<file path="src/rtl/mem_ctrl.sv">
// mem_ctrl: byte-serial sequencer sharing one synchronous byte-wide RAM between fetch and load/store.
// Define MEM_CTRL_FETCH_BUF_EN to add a one-entry fetch buffer that skips RAM for repeated fetches.
module mem_ctrl #(
  parameter int ADDR_W = 17
) (
  input  logic              clk,
  input  logic              rst,
  input  logic              if_req_i,
  input  logic [31:0]       if_addr_i,
  output logic [31:0]       if_data_o,
  output logic              if_done_o,
  input  logic              flush_i,
  input  logic              mem_req_i,
  input  logic              mem_we_i,
  input  logic [1:0]        mem_len_i,
  input  logic [31:0]       mem_addr_i,
  input  logic [31:0]       mem_wdata_i,
  output logic [31:0]       mem_rdata_o,
  output logic              mem_done_o,
  output logic              stallreq_o,
  output logic [ADDR_W-1:0] ram_a_o,
  output logic [7:0]        ram_dout_o,
  output logic              ram_wr_o,
  input  logic [7:0]        ram_din_i
);

  // Handshake: if_req_i / mem_req_i are levels sampled only in IDLE (MEM wins); the
  // access is accepted at that edge and ends with a one-cycle *_done_o pulse, during
  // which the requester must drop or refresh its request.
  typedef enum logic [1:0] {IDLE = 2'd0, RD = 2'd1, WR = 2'd2, DONE = 2'd3} state_t;

  state_t      state, state_nxt;
  logic        owner_mem;
  logic [2:0]  k, len_n, req_n;
  logic [31:0] base, wdata, asm_data, rd_word, addr_nxt, req_addr;
  logic [7:0]  wr_byte;
  logic        buf_hit;
  logic [31:0] buf_word;
  logic        unused_addr;

  always_comb begin
    req_n = 3'd4;
    if (mem_req_i) begin
      case (mem_len_i)
        2'd0:    req_n = 3'd1;
        2'd1:    req_n = 3'd2;
        default: req_n = 3'd4;
      endcase
    end
  end

  assign req_addr    = mem_req_i ? mem_addr_i : if_addr_i;
  assign addr_nxt    = base + {29'd0, k} + 32'd1;
  assign unused_addr = ^addr_nxt[31:ADDR_W];

  // In RD cycle k the RAM returns byte k-1 (address issued the cycle before).
  always_comb begin
    rd_word = asm_data;
    if (state == RD) begin
      case (k)
        3'd1:    rd_word[7:0]   = ram_din_i;
        3'd2:    rd_word[15:8]  = ram_din_i;
        3'd3:    rd_word[23:16] = ram_din_i;
        3'd4:    rd_word[31:24] = ram_din_i;
        default: ;
      endcase
    end
  end

  always_comb begin
    case (k)
      3'd0:    wr_byte = wdata[15:8];
      3'd1:    wr_byte = wdata[23:16];
      default: wr_byte = wdata[31:24];
    endcase
  end

`ifdef MEM_CTRL_FETCH_BUF_EN
  logic        buf_valid;
  logic [31:0] buf_addr;

  assign buf_hit = buf_valid && (buf_addr == if_addr_i);

  always_ff @(posedge clk) begin
    if (rst) begin
      buf_valid <= 1'b0;
      buf_addr  <= '0;
      buf_word  <= '0;
    end else if (state == IDLE && mem_req_i && mem_we_i) begin
      buf_valid <= 1'b0;
    end else if (state == DONE && !owner_mem && !flush_i) begin
      buf_valid <= 1'b1;
      buf_addr  <= base;
      buf_word  <= if_data_o;
    end
  end
`else
  assign buf_hit  = 1'b0;
  assign buf_word = '0;
`endif

  always_ff @(posedge clk) begin
    if (rst) state <= IDLE;
    else     state <= state_nxt;
  end

  always_comb begin
    state_nxt = state;
    case (state)
      IDLE: begin
        if (mem_req_i)     state_nxt = mem_we_i ? WR : RD;
        else if (if_req_i) state_nxt = buf_hit ? DONE : RD;
      end
      RD: begin
        if (!owner_mem && flush_i) state_nxt = IDLE;
        else if (k == len_n)       state_nxt = DONE;
      end
      WR: begin
        if (k + 3'd1 == len_n) state_nxt = DONE;
      end
      default: state_nxt = IDLE;
    endcase
  end

  assign if_done_o  = (state == DONE) && !owner_mem && !flush_i;
  assign mem_done_o = (state == DONE) && owner_mem;
  assign stallreq_o = mem_req_i & ~mem_done_o;

  always_ff @(posedge clk) begin
    if (rst) begin
      owner_mem   <= 1'b0;
      k           <= 3'd0;
      len_n       <= 3'd0;
      base        <= '0;
      wdata       <= '0;
      asm_data    <= '0;
      if_data_o   <= '0;
      mem_rdata_o <= '0;
      ram_a_o     <= '0;
      ram_dout_o  <= '0;
      ram_wr_o    <= 1'b0;
    end else begin
      case (state)
        IDLE: begin
          k <= 3'd0;
          if (mem_req_i || if_req_i) begin
            owner_mem <= mem_req_i;
            base      <= req_addr;
            wdata     <= mem_wdata_i;
            len_n     <= req_n;
            asm_data  <= '0;
            if (!mem_req_i && buf_hit) begin
              if_data_o <= buf_word;
            end else begin
              ram_a_o    <= req_addr[ADDR_W-1:0];
              ram_dout_o <= mem_wdata_i[7:0];
              ram_wr_o   <= mem_req_i && mem_we_i;
            end
          end
        end
        RD: begin
          k        <= k + 3'd1;
          asm_data <= rd_word;
          if (k + 3'd1 < len_n) ram_a_o <= addr_nxt[ADDR_W-1:0];
          if (state_nxt == DONE) begin
            if (owner_mem) mem_rdata_o <= rd_word;
            else           if_data_o   <= rd_word;
          end
        end
        WR: begin
          k <= k + 3'd1;
          if (k + 3'd1 < len_n) begin
            ram_a_o    <= addr_nxt[ADDR_W-1:0];
            ram_dout_o <= wr_byte;
          end else begin
            ram_wr_o <= 1'b0;
          end
        end
        default: k <= 3'd0;
      endcase
    end
  end

endmodule

</file>
<file path="config.mk">
export PLATFORM = sky130hd
export DESIGN_NAME = mem_ctrl
export DESIGN_NICKNAME = d
export VERILOG_FILES = /design/src/rtl/mem_ctrl.sv
export SDC_FILE = /design/constraint.sdc
export NUM_CORES = 1
export LEC_CHECK = 0
export BUFFER_PORTS_ARGS = -buffer_cell sky130_fd_sc_hd__buf_2
export CORE_MARGIN = 1.5
export CORE_UTILIZATION = 58
export CTS_CLUSTER_DIAMETER = 150
export CTS_CLUSTER_SIZE = 28
export DETAILED_ROUTE_END_ITERATION = 7
export GPL_TIMING_DRIVEN = 0
export PLACE_DENSITY = 0.86
export SYNTH_ARGS = -nofsm -noshare
export SYNTH_HDL_FRONTEND = slang
export SYNTH_SLANG_ARGS = --single-unit
</file>
<file path="constraint.sdc">
create_clock -name clk -period 5.62 [get_ports clk]
set_clock_uncertainty 0.2 [all_clocks]
set_input_delay 1.124 -clock clk [delete_from_list [all_inputs] [get_ports clk]]
set_output_delay 1.124 -clock clk [all_outputs]
set_load 0.02 [all_outputs]
</file>
After elaboration in Yosys (flattened, before gate mapping) --
Index checks and enable logic that the tools add are counted. W data, S select, Z words.
Operators by class: bitwise logic cells 4, multiplexer cells 26, $lt $le $gt $ge 1, add/sub/neg operators 3, equal/unequal tests 15, reductions and logical operators 23
Operator list (number):
- $pmux W32 S2 | 1
- $mux W17 | 3
- $mux W8 | 6
- $pmux W17 S2 | 1
- $mux W32 | 1
- $pmux W8 S2 | 2
- $add A17 B1 Y17 const B | 1
- $add A17 B3 Y17 | 1
- $reduce_and A3 Y1 | 5
- $mux W2 | 6
- $eq A2 B2 Y1 const B | 3
- $eq A3 B2 Y1 const B | 2
- $eq A3 B3 Y1 | 2
- $ne A2 B2 Y1 const B | 3
- $pmux W2 S3 | 1
- $pmux W3 S2 | 1
- $reduce_bool A2 Y1 | 3
- $logic_and A1 B1 Y1 | 5
- $eq A2 B1 Y1 const B | 2
- $logic_not A2 Y1 | 2
- $reduce_and A2 Y1 | 2
- $reduce_or A2 Y1 | 2
- $add A3 B1 Y3 const B | 1
- $eq A3 B1 Y1 const B | 1
- other kinds (11) | 15
Storage, ports and cells: logic and storage cells 84, output and inout port bits 93, input bits 112, register bits 180

Logic depth before layout (Yosys ltp) --
word-level depth 6, mapped depth 12, depth with buffers taken out 9

Least setup slack after synthesis --
OpenSTA, ideal clock, no wires.
kind input to output, start in mem_req_i, end out stallreq_o, data arrival time 2.047 ns, path slack 2.249 ns, data required time 4.296 ns, cell stages on the path 3, path buffers 2, cell sequence buf_2 > buf_1 > nor2b_1
On the way: longest elaborated chain between the ends 1
Ends and longest elaborated chain:
- start: declaration | line 13 | input logic mem_req_i,
- $and A1 B1 Y1 | line 127 | assign stallreq_o = mem_req_i & ~mem_done_o;
- end: declaration | line 20 | output logic stallreq_o,
No other way between the ends.

Worst setup path in the final report --
start reg k[2], end reg mem_rdata_o[6]
On the way: longest elaborated chain between the ends 6, elaborated cells between the ends (all ways) 11, those cells by class add/sub (1); eq/ne (4); mux (5); reduce/logical (1)
Ends and longest elaborated chain:
- start: declaration | line 34 | logic [2:0] k, len_n, req_n;
- start signal: assignment | line 162 | k <= k + 3'd1;
- start signal: assignment | line 171 | k <= k + 3'd1;
- $add A3 B1 Y3 or $eq A3 B3 Y1 (tied branches) | line 119, 116
- $eq A3 B3 Y1 or $mux W2 (tied branches) | line 119, 116
- $mux W2, on equally long branches | line 119, 115
- $pmux W2 S3 | line 109 | case (state)
- $eq A2 B2 Y1 | line 165 | if (state_nxt == DONE) begin
- $reduce_and A3 Y1 (no line)
- end signal: assignment | line 166 | if (owner_mem) mem_rdata_o <= rd_word;
- end: declaration | line 18 | output logic [31:0] mem_rdata_o,
Parallel ways exist; a longest one is shown, timed or not. A chain may end at the register's enable or synchronous reset.

==> key figures <==
Placed design
  – DP HPWL: about 16 mm
  – RePlAce Congestion: 0.9025
  – PortBufs: about 160

Synthesis
  – Top cell type's share of synthesized area: between 40% and 50%
  – Ranking of synthesized cells by area: dfxtp_1, nand2_1, mux2i_1, nor2b_1, mux2_2
  – Seq cells post-synth: between 150 and 200
  – Syn Inst Count: slightly above 900
  – Yosys cell types: a little under 60
  – Post-synth top cells: dfxtp_1, nand2_1, nor2_1, nor2b_1, a21oi_1
  – Yosys warnings: 0
  – Primary FF master, synth: dfxtp_1
  – Most frequent cell after synthesis: dfxtp_1
  – Netlist Area Pre-Place: 8061 sq um
  – Mean Syn Cell Area: 8.869 sq um
  – Leading area contributor after synthesis: dfxtp_1
  – Seq/Total Area, Yosys: between 40% and 50%
  – Async SR Flop Fraction: 0%
  – Syn nets: 1038
  – Number of flops mapped to enable cells by yosys: 0

Worst setup path
  – Worst path bufs/invs: 4
  – Worst path required time: about 5.7 ns
  – Crit-path max FO: 10
  – Crit end category: flip-flop
  – Max incr delay on CP: around 0.7 ns
  – Crit start category: flip-flop
  – Slowest stage cell on the critical path: nor4_2
  – Kind of cell adding the most delay to the critical path: buffers and inverters
  – Critical Path AT: 3.88 ns
  – Crit-path cells: inv_1, clkbuf_1, ha_1, inv_1, ha_1, a31oi_1, o22ai_1, a21oi_1, nor4_2, buf_2, mux2_2
  – Setup CP Type: flip-flop to flip-flop

Clock tree
  – Post-cts sizing count: 0
  – Clock tree root driver cell: clkbuf_16
  – Clock Sink Count: between 150 and 200
  – Clk slew on worst S/H paths: 0.06 ns
  – CTS buffer count: 17
  – Max Buffers Root-to-Sink: 2
  – CTS H-tree lvls: 4
  – Clock latency on the worst-skew pair: between 0.4 and 0.5 ns
  – CTS tree: yes
  – Hold-fix buffers, CTS: 0
  – # Post-CTS Setup Buffers: 0

GRT
  – Gr usage total: between 20% and 30%
  – Antenna violations before repair: 0
  – First-pass GRT wire length: ~34 mm
  – Pin count of the biggest net entering global routing: 17
  – Grt ovf: 0
  – Vias in the first global route: ~7000

Floorplanning
  – DIE AREA: 14620 sq um
  – Die width: around 120 um
  – Die Y: ~120 um
  – IO Pins: roughly 200
  – Starting density of the core: 60.16%
  – Row cnt: 42
  – Core area: ~13000 sq um

Cells and area
  – Layout net count: between 1000 and 1500
  – Final Util: about 72%
  – P&R area growth vs syn: 20.15%
  – Share of cells above drive strength 1: approximately 24%

Power and ir drop
  – Pwr dens: between 300 and 400 nW/um^2
  – Worst IR Drop VDD: roughly 0.35 mV
  – Leakage: ~4.3 nW

STA
  – Setup tns final: 0 ns
  – Worst slew pin tran: approximately 0.9 ns
  – Fmax: between 200 and 300 MHz
  – RSZ-0062 raised after global routing: false
  – Slew margin rel.: between 30% and 40%
  – Final Cycle Share: 67.05%
  – Final hold vios: 0
  – Final Critical Period: approximately 3.8 ns
  – Fin. max-slew vios: 0
  – Setup Viol. Count Final: 0

Flow run
  – # Max-Cap Violations: 0

Outcome
  – Status: complete, no violations

Detailed routing
  – First-pass DRT Iterations: 5
  – Via count: 7340
  – Final wirelength: 21.64 mm
  – Detail-routed net length per standard cell: between 15 and 20 um
  – ANT nets after route: 0
  – Drt drc: 0
  – Vias per inst: roughly 5.7
  – DRC marker count from the first detailed-route iteration: approximately 550

Worst hold path
  – Hold Path Class: flip-flop to flip-flop
stage by stage:
step	std cells	worst slack (ns)	cell area, sq um	hold WS, ns	power (mW)
floorplan	909	2.249	8061	0.2360	2.232
finish	1282	1.852	9686	0.2543	3.734
global route	1281	1.687	9683	0.2683	3.909
CTS	1281	1.898	9683	0.2547	3.713
global placement	1249	1.939	9102	0.2421	2.534
detailed placement	1249	1.935	9102	0.2464	2.562
layout make-up:
cell class / instances / area, sq um
clock inverters: 10 / 116.4
well taps: 176 / 220.2
flip-flops and latches: 172 / 3443
inverters: 15 / 56.30
repair buffers: 164 / 820.8
diodes: 1 / 2.502
fillers: 1056 / 3715
multi-input cells: 653 / 4243
plain buffers: 69 / 319.1
clock buffers: 22 / 464.2
state kept, by name, indices dropped and copies added (netlist names):
signal and flops:
asm_data 32, base 17, if_data_o 32, k 3, len_n 3, mem_rdata_o 32, owner_mem 1, ram_a_o 17
ram_dout_o 8, ram_wr_o 1, state 2, wdata 24
final timing paths:
path                                            startpoint                     endpoint  slack [ns]  depth (start not counted)
worst max-delay path                       k[2]$_SDFF_PP0_  mem_rdata_o[6]$_SDFFE_PP0P_        1.85                         11
worst min-delay path            if_data_o[30]$_SDFFE_PP0P_   if_data_o[30]$_SDFFE_PP0P_        0.25                          2
worst max register to register             k[2]$_SDFF_PP0_  mem_rdata_o[6]$_SDFFE_PP0P_        1.85                         11
worst min register to register  if_data_o[30]$_SDFFE_PP0P_   if_data_o[30]$_SDFFE_PP0P_        0.25                          2
report_power, final:
group	switching [mW]	total [mW]	internal [mW]
Clock	0.486	1.16	0.676
Sequential	0.104	1.47	1.36
Combinational	0.719	1.10	0.385
tightest hold or removal path, stage by stage, from the launching register on:
cell and delay, ns:
dfxtp_1 0.31, nand2_1 0.05, mux2i_1 0.05
per-layer routing:
metal  GRT usage [%]  part of all wire [%]
met5               0                     0
met4           13.16                   3.1
met3           6.062                   6.6
met2           50.28                    49
met1           36.68                    42
layout by cell type (no fill, tap or decap), types with 5 or more instances in the layout:
| cell | n |
|---|---|
| a22o_1 | 9 |
| a211oi_1 | 16 |
| mux2_4 | 22 |
| buf_2 | 168 |
| a221oi_1 | 9 |
| o21ai_1 | 5 |
| o22ai_1 | 6 |
| nor2_1 | 86 |
| xor2_1 | 12 |
| clkbuf_16 | 17 |
| nor2b_1 | 57 |
| dfxtp_1 | 172 |
| clkinvlp_4 | 5 |
| nor3_1 | 11 |
| mux2i_1 | 41 |
| mux2_2 | 30 |
| ha_1 | 16 |
| nand3_1 | 7 |
| a22oi_1 | 36 |
| and3_1 | 6 |
| or4_1 | 9 |
| nand2_1 | 146 |
| clkbuf_1 | 44 |
| a21oi_1 | 56 |
| clkbuf_2 | 8 |
| o21ai_0 | 14 |
| buf_1 | 10 |
| inv_1 | 15 |
| and2_1 | 9 |
logic make-up (layout without fill, tap and decap cells):
| family | count (synthesis) | in the layout | synth area share, % |
|---|---|---|---|
| AO/OA/AOI/OAI | 184 | 184 | 15.32 |
| XOR/XNOR | 15 | 15 | 1.630 |
| adder cells (fa/ha/maj) | 17 | 17 | 2.732 |
| buffers and inverters | 84 | 280 | 4.656 |
| flip-flops | 172 | 172 | 42.71 |
| multiplexers | 93 | 93 | 13.38 |
| other | 0 | 1 | 0 |
| AND/OR/NAND/NOR | 344 | 344 | 19.57 |
No activity file was read; power rests on OpenSTA's default activity.
